**src/rtl/calc_display_pkg.sv**
```systemverilog
// Shared types and segment encodings for the calculator's 7-segment display path.
// Segment vectors are {g,f,e,d,c,b,a}, active-low, for a common-anode display.
package calc_display_pkg;

   typedef logic [6:0] seg_t;
   typedef logic [1:0] digit_idx_t;

   typedef enum logic [1:0] {
      IDLE,
      CONVERT,
      COMMIT
   } conv_state_t;

   localparam seg_t SEG_DIGIT [0:9] = '{
      7'b1000000, 7'b1111001, 7'b0100100, 7'b0110000, 7'b0011001,
      7'b0010010, 7'b0000010, 7'b1111000, 7'b0000000, 7'b0010000
   };

   localparam seg_t SEG_MINUS = 7'b0111111;
   localparam seg_t SEG_BLANK = 7'b1111111;

endpackage

```
**src/rtl/bin_to_bcd_seq.sv**
```systemverilog
// Sequential 6-bit binary to 2-digit BCD converter, one double-dabble step per clock.
// state   | meaning
// IDLE    | waiting for start; captures bin and clears the BCD digits
// CONVERT | six add-3/shift steps, iteration counter counts down to 1
// COMMIT  | tens/ones are final; done pulses for one cycle
module bin_to_bcd_seq
   import calc_display_pkg::*;
(
   input  logic       clk,
   input  logic       rst_n,
   input  logic       start,
   input  logic [5:0] bin,
   output logic       done,
   output logic [3:0] tens,
   output logic [3:0] ones
);

   conv_state_t state, state_nxt;
   logic [13:0] shift_q, shift_nxt, adj;
   logic [2:0]  iter_q, iter_nxt;

   always_ff @(posedge clk or negedge rst_n) begin
      if (!rst_n) begin
         state   <= IDLE;
         shift_q <= '0;
         iter_q  <= '0;
      end else begin
         state   <= state_nxt;
         shift_q <= shift_nxt;
         iter_q  <= iter_nxt;
      end
   end

   always_comb begin
      adj = shift_q;
      if (shift_q[13:10] >= 4'd5) adj[13:10] = shift_q[13:10] + 4'd3;
      if (shift_q[9:6] >= 4'd5)   adj[9:6]   = shift_q[9:6] + 4'd3;
   end

   always_comb begin
      state_nxt = state;
      shift_nxt = shift_q;
      iter_nxt  = iter_q;
      done      = 1'b0;
      case (state)
         IDLE: begin
            if (start) begin
               shift_nxt = {8'h00, bin};
               iter_nxt  = 3'd6;
               state_nxt = CONVERT;
            end
         end
         CONVERT: begin
            shift_nxt = {adj[12:0], 1'b0};
            iter_nxt  = iter_q - 3'd1;
            if (iter_q == 3'd1) state_nxt = COMMIT;
         end
         COMMIT: begin
            done      = 1'b1;
            state_nxt = IDLE;
         end
         default: state_nxt = IDLE;
      endcase
   end

   assign tens = shift_q[13:10];
   assign ones = shift_q[9:6];

endmodule

```
**src/rtl/seg_display_driver.sv**
```systemverilog
// 4-digit multiplexed 7-segment driver: change-triggered BCD conversion into a
// double-buffered digit store, scanned out with leading-zero blanking and a floating minus.
module seg_display_driver
   import calc_display_pkg::*;
#(
   parameter int CLK_FREQ_HZ = 100_000_000,
   parameter int REFRESH_HZ  = 1000
)
(
   input  logic       clk,
   input  logic       rst_n,
   input  logic [5:0] value,
   input  logic       negative,
   output logic [3:0] an,
   output seg_t       seg,
   output logic       dp
);

   localparam int DIV   = CLK_FREQ_HZ / (REFRESH_HZ * 4);
   localparam int CNT_W = (DIV < 2) ? 1 : $clog2(DIV);

   generate
      if (DIV < 2) begin : g_bad_div
         $error("seg_display_driver: scan divider must be at least 2");
      end
   endgenerate

   logic [6:0] committed, work_pair;
   logic       valid, busy, start, done, show_sign;
   logic [3:0] tens, ones;
   seg_t       digit_buf [4];

   logic [CNT_W-1:0] scan_cnt;
   digit_idx_t       idx;

   // Only launch while the converter is idle so a mid-conversion input change waits its turn.
   assign start     = !busy && (!valid || ({negative, value} != committed));
   assign show_sign = work_pair[6] && (work_pair[5:0] != 6'd0);

   bin_to_bcd_seq u_bcd (
      .clk   (clk),
      .rst_n (rst_n),
      .start (start),
      .bin   (value),
      .done  (done),
      .tens  (tens),
      .ones  (ones)
   );

   always_ff @(posedge clk or negedge rst_n) begin
      if (!rst_n) begin
         committed <= '0;
         work_pair <= '0;
         valid     <= 1'b0;
         busy      <= 1'b0;
         for (int i = 0; i < 4; i++) digit_buf[i] <= SEG_BLANK;
      end else begin
         if (start) begin
            work_pair <= {negative, value};
            busy      <= 1'b1;
         end
         if (done) begin
            busy         <= 1'b0;
            valid        <= 1'b1;
            committed    <= work_pair;
            digit_buf[0] <= SEG_DIGIT[ones];
            digit_buf[1] <= (tens != 4'd0) ? SEG_DIGIT[tens] : (show_sign ? SEG_MINUS : SEG_BLANK);
            digit_buf[2] <= ((tens != 4'd0) && show_sign) ? SEG_MINUS : SEG_BLANK;
            digit_buf[3] <= SEG_BLANK;
         end
      end
   end

   // Anode and segments are registered together so they switch on the same edge.
   always_ff @(posedge clk or negedge rst_n) begin
      if (!rst_n) begin
         scan_cnt <= '0;
         idx      <= '0;
         an       <= 4'b1111;
         seg      <= SEG_BLANK;
      end else begin
         if (scan_cnt == CNT_W'(DIV - 1)) begin
            scan_cnt <= '0;
            idx      <= idx + 2'd1;
         end else begin
            scan_cnt <= scan_cnt + CNT_W'(1);
         end
         an  <= ~(4'b0001 << idx);
         seg <= digit_buf[idx];
      end
   end

   assign dp = 1'b1;

endmodule
```
**config.mk**
```make
export PLATFORM = sky130hd
export DESIGN_NAME = seg_display_driver
export DESIGN_NICKNAME = d
export VERILOG_FILES = /design/src/rtl/calc_display_pkg.sv /design/src/rtl/bin_to_bcd_seq.sv /design/src/rtl/seg_display_driver.sv
export SDC_FILE = /design/constraint.sdc
export NUM_CORES = 1
export LEC_CHECK = 0
export BUFFER_PORTS_ARGS = -buffer_cell sky130_fd_sc_hd__buf_2
export CORE_MARGIN = 3
export CORE_UTILIZATION = 60
export DETAILED_ROUTE_END_ITERATION = 8
export PLACE_DENSITY_LB_ADDON = 0.3
export SYNTH_ARGS = -nofsm -noshare
export SYNTH_HDL_FRONTEND = slang
export SYNTH_HIERARCHICAL = 1
export SYNTH_SLANG_ARGS = --single-unit
```
**constraint.sdc**
```tcl
create_clock -name clk -period 3.2 [get_ports clk]
set_clock_uncertainty 0.1 [all_clocks]
set_input_delay 0.48 -clock clk [delete_from_list [all_inputs] [get_ports clk]]
set_output_delay 0.48 -clock clk [all_outputs]
set_load 0.01 [all_outputs]
```
Yosys cells after proc, flatten, opt, wreduce, memory -nomap -nowiden
Memory sizes are Yosys's and may differ from the RTL's. A register that Yosys moved wholly into a read port is not among the register bits.
Cells that the tools add are included.

storage, ports and cells
  bits in latches = 0
  memories = 2
  register bits = 77
  memory bits (writable) = 0
  memory bits (read-only) = 224

operators by class
  shift operators = 1
  mux-type cells = 21
  $lt $le $gt $ge = 4
  bitwise gates (word level) = 4
  reduce and logical (&&, ||, !) cells = 14
  eq/ne operators = 7
  multiply operators = 0
  add/subtract/negate cells = 5
  div/mod/pow operators = 0

memories
  memory            depth  bits a word  rd ports  clocked after memory_dff  wr ports  RTL line                  RTL
  (name not given)  16     7            1         0                         0         seg_display_driver.sv:67  digit_buf[1] <= (tens != 4'd0) ? SEG_DIGIT[tens] : (show_sign ? SEG_MINUS : SEG_BLANK);
  (name not given)  16     7            1         1                         0         seg_display_driver.sv:66  digit_buf[0] <= SEG_DIGIT[ones];

operators with widths
  operator                 number
  $mux W7                  7
  $pmux W14 S2             1
  $add A15 B1 Y15 const B  1
  $eq A15 B15 Y1 const B   1
  $mux W15                 1
  $bmux W7 S2              1
  $mux W14                 1
  $not A4 Y5               2
  $ge A4 B3 Y1 const B     2
  $ne A7 B7 Y1             1
  $mux W3                  2
  $pmux W3 S2              1
  $reduce_bool A6 Y1       1
  $ge A5 B5 Y1 const B     1
  $add A4 B2 Y4 const B    1
  $mux W2                  2
  $mux W4                  1
  $not A4 Y4               1
  $pmux W2 S2              1
  $reduce_and A2 Y1        2
  $reduce_bool A2 Y1       2
  $reduce_bool A4 Y1       1
  $shl A1 B2 Y4 const A    1
  $add A3 B2 Y3 const B    1
  other kinds (14)         20

Longest topological paths before layout
  depth in word-level cells = 5
  mapped depth = 7

Modules after synthesis
Netlist, hierarchy kept.

by module, submodules not included
  module              instances  area each (µm²)  cells each
  seg_display_driver  1          2845.2           253
  bin_to_bcd_seq      1          1033.5           103

Worst setup path after synthesis
No wires, ideal clock.

  path kind = input to register
  start point = in value[5]
  end point = reg u_bcd.shift_q[2]
  required time = 2973 ps
  data arrival time = 1812 ps
  path buffers = 0
  cell stages on the path = 6
  slack = 1161 ps
  path through = xor2_1 -> nor4_2 -> a41oi_2 -> nor2b_2 -> a21oi_1 -> o21ai_1

between the ends
  cells in the longest elaborated chain, start to end = 5

ends and longest elaborated chain
  what                                RTL line                  RTL
  start, declared                     seg_display_driver.sv:12  input logic [5:0] value,
  $ne A7 B7 Y1                        seg_display_driver.sv:37  assign start = !busy && (!valid || ({negative, value} != committed));
  $logic_or A1 B1 Y1                  seg_display_driver.sv:37
  $logic_and A1 B1 Y1                 seg_display_driver.sv:37
  net start                           seg_display_driver.sv:29  logic valid, busy, start, done, show_sign;
  $ne A2 B2 Y1 (no source line)       -
  $reduce_and A2 Y1 (no source line)  -
  end signal, assigned                bin_to_bcd_seq.sv:29      shift_q <= shift_nxt;
  end, declared                       bin_to_bcd_seq.sv:19      logic [13:0] shift_q, shift_nxt, adj;

The timed path passes the listed nets, and every way through them passes these cells.
A chain may end at the register's enable or synchronous reset.

Final worst setup path
  start point = reg committed[5]
  end point = reg u_bcd.shift_q[9]

between the ends
  cells in the longest elaborated chain, start to end = 5

ends and longest elaborated chain
  what                                RTL line                  RTL
  start, declared                     seg_display_driver.sv:28  logic [6:0] committed, work_pair;
  start signal, assigned              seg_display_driver.sv:65  committed <= work_pair;
  $ne A7 B7 Y1                        seg_display_driver.sv:37
  $logic_or A1 B1 Y1                  seg_display_driver.sv:37
  $logic_and A1 B1 Y1                 seg_display_driver.sv:37
  net start                           seg_display_driver.sv:29
  $ne A2 B2 Y1 (no source line)       -
  $reduce_and A2 Y1 (no source line)  -

The timed path passes the listed nets, and every way through them passes these cells.

==> impl_metrics.tcl <==
set metrics [dict create \
    status "finished clean" \
    worstSetupEndpointType "register" \
    cp.arrival_ns 2.49 \
    max_freq_mhz 433 \
    num-nets-final 405 \
    path_class "register to register" \
    r2r-start "committed[5]$_DFFE_PN0P_" \
    synthArstFlopShare_pct 100 \
    grt_usage_pct 20.2 \
    holdWs_ns 0.193 \
    core_um2 6100 \
    numPortBuffers 19 \
    p_per_area_nw_per_um2 795 \
    wl_per_cell_um 15.1 \
    antennaDiodeCount 0 \
    ant_nets 0 \
    clk_pin_slew_ns 0.08 \
    crit_family "compound AO/OA/AOI/OAI gates" \
    syn_nets 386 \
    tns_ns 0 \
    path_buf_inv 0 \
    cts_resized 0 \
    setup_viol 0 \
    max-vdd-ir-drop_mv 0.522 \
    clock_latency_ns 0.35 \
    grt_pass1_wl_um 12000 \
    dpl_worst_slack_ns 0.737 \
    rsz0062_at_grt "no" \
    h-tree-depth 3 \
    ios 21 \
    viasPerCell 5.78 \
    die_h_um 86.4 \
    max-slew-margin-rel_pct 37.8 \
    drive_above_1_share_pct 24.5 \
    synth-edff-count 0 \
    dieWidth_um 86.4 \
    synth_seq_cells 78 \
    ff_latch_area_um2 1980 \
    maxSlewViolCount 0 \
    max_stage_delay_ns 0.51 \
    fin_crit_sh_pct 72.2 \
    cts_tree "built" \
    multi_input_area_um2 1690 \
    worstPathCellList "xor2_1 -> nor4_2 -> a41oi_2 -> o21ba_2 -> o31ai_1 -> a32o_1" \
    grt_pass1_vias 2573 \
    numCtsBuffers 9 \
    drtPass1Iterations 4 \
    rows 28 \
    drc_errors 0 \
    die_area_um2 7460 \
    postSynthAreaPerCell_um2 10.9 \
    netlist_instances 356 \
    worstPathRequired_ns 3.38 \
    r2r-end "u_bcd/shift_q[9]$_DFFE_PN0P_" \
    hold_path_class "input port to asynchronous set/reset pin" \
    vias 2630 \
    worst_pin_slew_ns 0.933 \
    worst-path-max-fanout 16 \
    clock_path_buffers 2 \
    routed_wl_um 6860 \
    total_power_mw 3.33 \
    cts-root-buf "clkbuf_8" \
    p_leak_nw 1.78 \
    postCtsSetupRepairBufs 0 \
    ys_types 54 \
    r2r_cells 6 \
    synth_warnings 6 \
    finalCriticalPeriod_ns 2.31 \
    ys_seq_area_share_pct 51.2 \
    r2r_setup_slack_ns 0.89 \
    start_util_pct 63.6 \
    drt-initial-drc-count 157 \
    place_hpwl_um 4710 \
    synth_flop_cell "dfrtp_1" \
    startpoint_type "register" \
    final-hold-violation-count 0 \
    gp_congestion 0.802 \
    cts_hold_buf 0 \
    grt.overflow.total 0 \
    n_fill_cell 473 \
    clkSinkCount 78 \
    grt_start_max_net_pins 79 \
    antenna_found_initial 0 \
    area_growth_pct 7.90 \
    cp_slowest_cell "a41oi_2" \
    finalWorstSetupSlack_ns 0.888 \
    syn_area_um2 3880 \
    maxCapViolations 0 \
]
==> layout by cell type (no fill, tap or decap), drive strengths merged, types with 3 or more instances in the layout <==
cell type	synthesis	final
nor4	5	5
nand2	20	20
dfrtp	52	52
o2111ai	4	4
nor3	4	4
mux2i	3	3
clkinv	1	5
o211ai	7	7
ha	21	21
nand2b	3	3
clkbuf	6	12
buf	7	21
nand3	10	10
a22oi	7	7
xor2	11	11
or2	3	3
xnor2	10	10
o22ai	6	6
nor2	20	20
o21ai	16	16
inv	36	36
nand4	3	3
dfstp	26	26
nor2b	13	13
a21oi	14	14
mux2	17	17
o31ai	3	3
==> worst max-delay path by stage <==
stage          slack [ns]                     start  cells past startpoint                           end
2_1_floorplan        1.16                  value[5]                      6  u_bcd/shift_q[2]$_DFFE_PN0P_
3_3_place_gp         0.83                  value[5]                      7  u_bcd/shift_q[4]$_DFFE_PN0P_
3_5_place_dp         0.74                  value[5]                      7  u_bcd/shift_q[3]$_DFFE_PN0P_
4_1_cts              0.91  committed[5]$_DFFE_PN0P_                      6  u_bcd/shift_q[3]$_DFFE_PN0P_
5_1_grt              0.72  committed[5]$_DFFE_PN0P_                      6  u_bcd/shift_q[3]$_DFFE_PN0P_
6_report             0.89  committed[5]$_DFFE_PN0P_                      6  u_bcd/shift_q[9]$_DFFE_PN0P_
==> metrics by stage <==
step / instance area, µm² / std cells / util, %
2_1_floorplan: 3880 / 356 / -
3_3_place_gp: 4020 / 439 / 65.9
3_5_place_dp: 4020 / 439 / 65.9
4_1_cts: 4190 / 455 / 68.7
5_1_grt: 4190 / 455 / 68.7
6_report: 4190 / 455 / 68.7
==> synthesized netlist by cell type (all sizes together) (4+ instances only) <==
library cell / number / area [µm²]
dfrtp: 52 / 1300
inv: 36 / 135
dfstp: 26 / 683
ha: 21 / 263
nand2: 20 / 75.1
nor2: 20 / 75.1
mux2: 17 / 191
o21ai: 16 / 80.1
a21oi: 14 / 70.1
nor2b: 13 / 83.8
xor2: 11 / 96.3
nand3: 10 / 50.1
xnor2: 10 / 87.6
a22oi: 7 / 52.6
buf: 7 / 48.8
o211ai: 7 / 52.6
clkbuf: 6 / 22.5
o22ai: 6 / 37.5
nor4: 5 / 52.6
nor3: 4 / 20.0
o2111ai: 4 / 35.0
==> cell families (layout without fill, tap and decap cells) <==
family | after synthesis | in the layout | synth area share [%]
simple gates | 89 | 89 | 12.5
flops | 78 | 78 | 51.2
compound gates | 76 | 76 | 13.5
buf+inv | 50 | 74 | 5.42
fa+ha+maj | 21 | 21 | 6.77
xor+xnor | 21 | 21 | 4.74
mux | 20 | 20 | 5.71
other cells | 1 | 1 | 0.0967
==> cell type report <==
type	count	share of cell area [%]
well taps	75	2.24
repair buffers	21	2.69
flip-flops and latches	78	47.4
inverters	37	3.32
clock inverters	4	0.568
multi-input cells	228	40.3
clock buffers	12	3.47
==> state kept, by name, summed over array words and instances (netlist names) <==
register,cells
digit_buf,15
scan_cnt,15
u_bcd/shift_q,14
committed,7
seg,7
work_pair,7
an,4
u_bcd/iter_q,3
idx,2
u_bcd/state,2
busy,1
valid,1
==> worst register-to-register path, cell delays in order, from the launching register on <==
cell	delay (ns)
dfrtp_1	0.39
xor2_1	0.18
nor4_2	0.36
a41oi_2	0.51
o21ba_2	0.44
o31ai_1	0.09
a32o_1	0.17
==> metal layers <==
metal  vias to the layer above  part of all wire [%]  GRT usage (%)
li1                       1280                     -              -
met1                      1275                    46           27.2
met2                        65                    48           32.4
met3                        10                   4.2           3.52
met4                         0                   1.8           8.50
met5                         -                     0              0
==> power by group <==
part	switching (mW)	internal (mW)	total (mW)	leakage [nW]
Sequential	0.265	1.37	1.64	0.923
Combinational	0.567	0.479	1.05	0.770
Clock	0.340	0.301	0.641	0.0901
(Power assumes the default switching activity.)
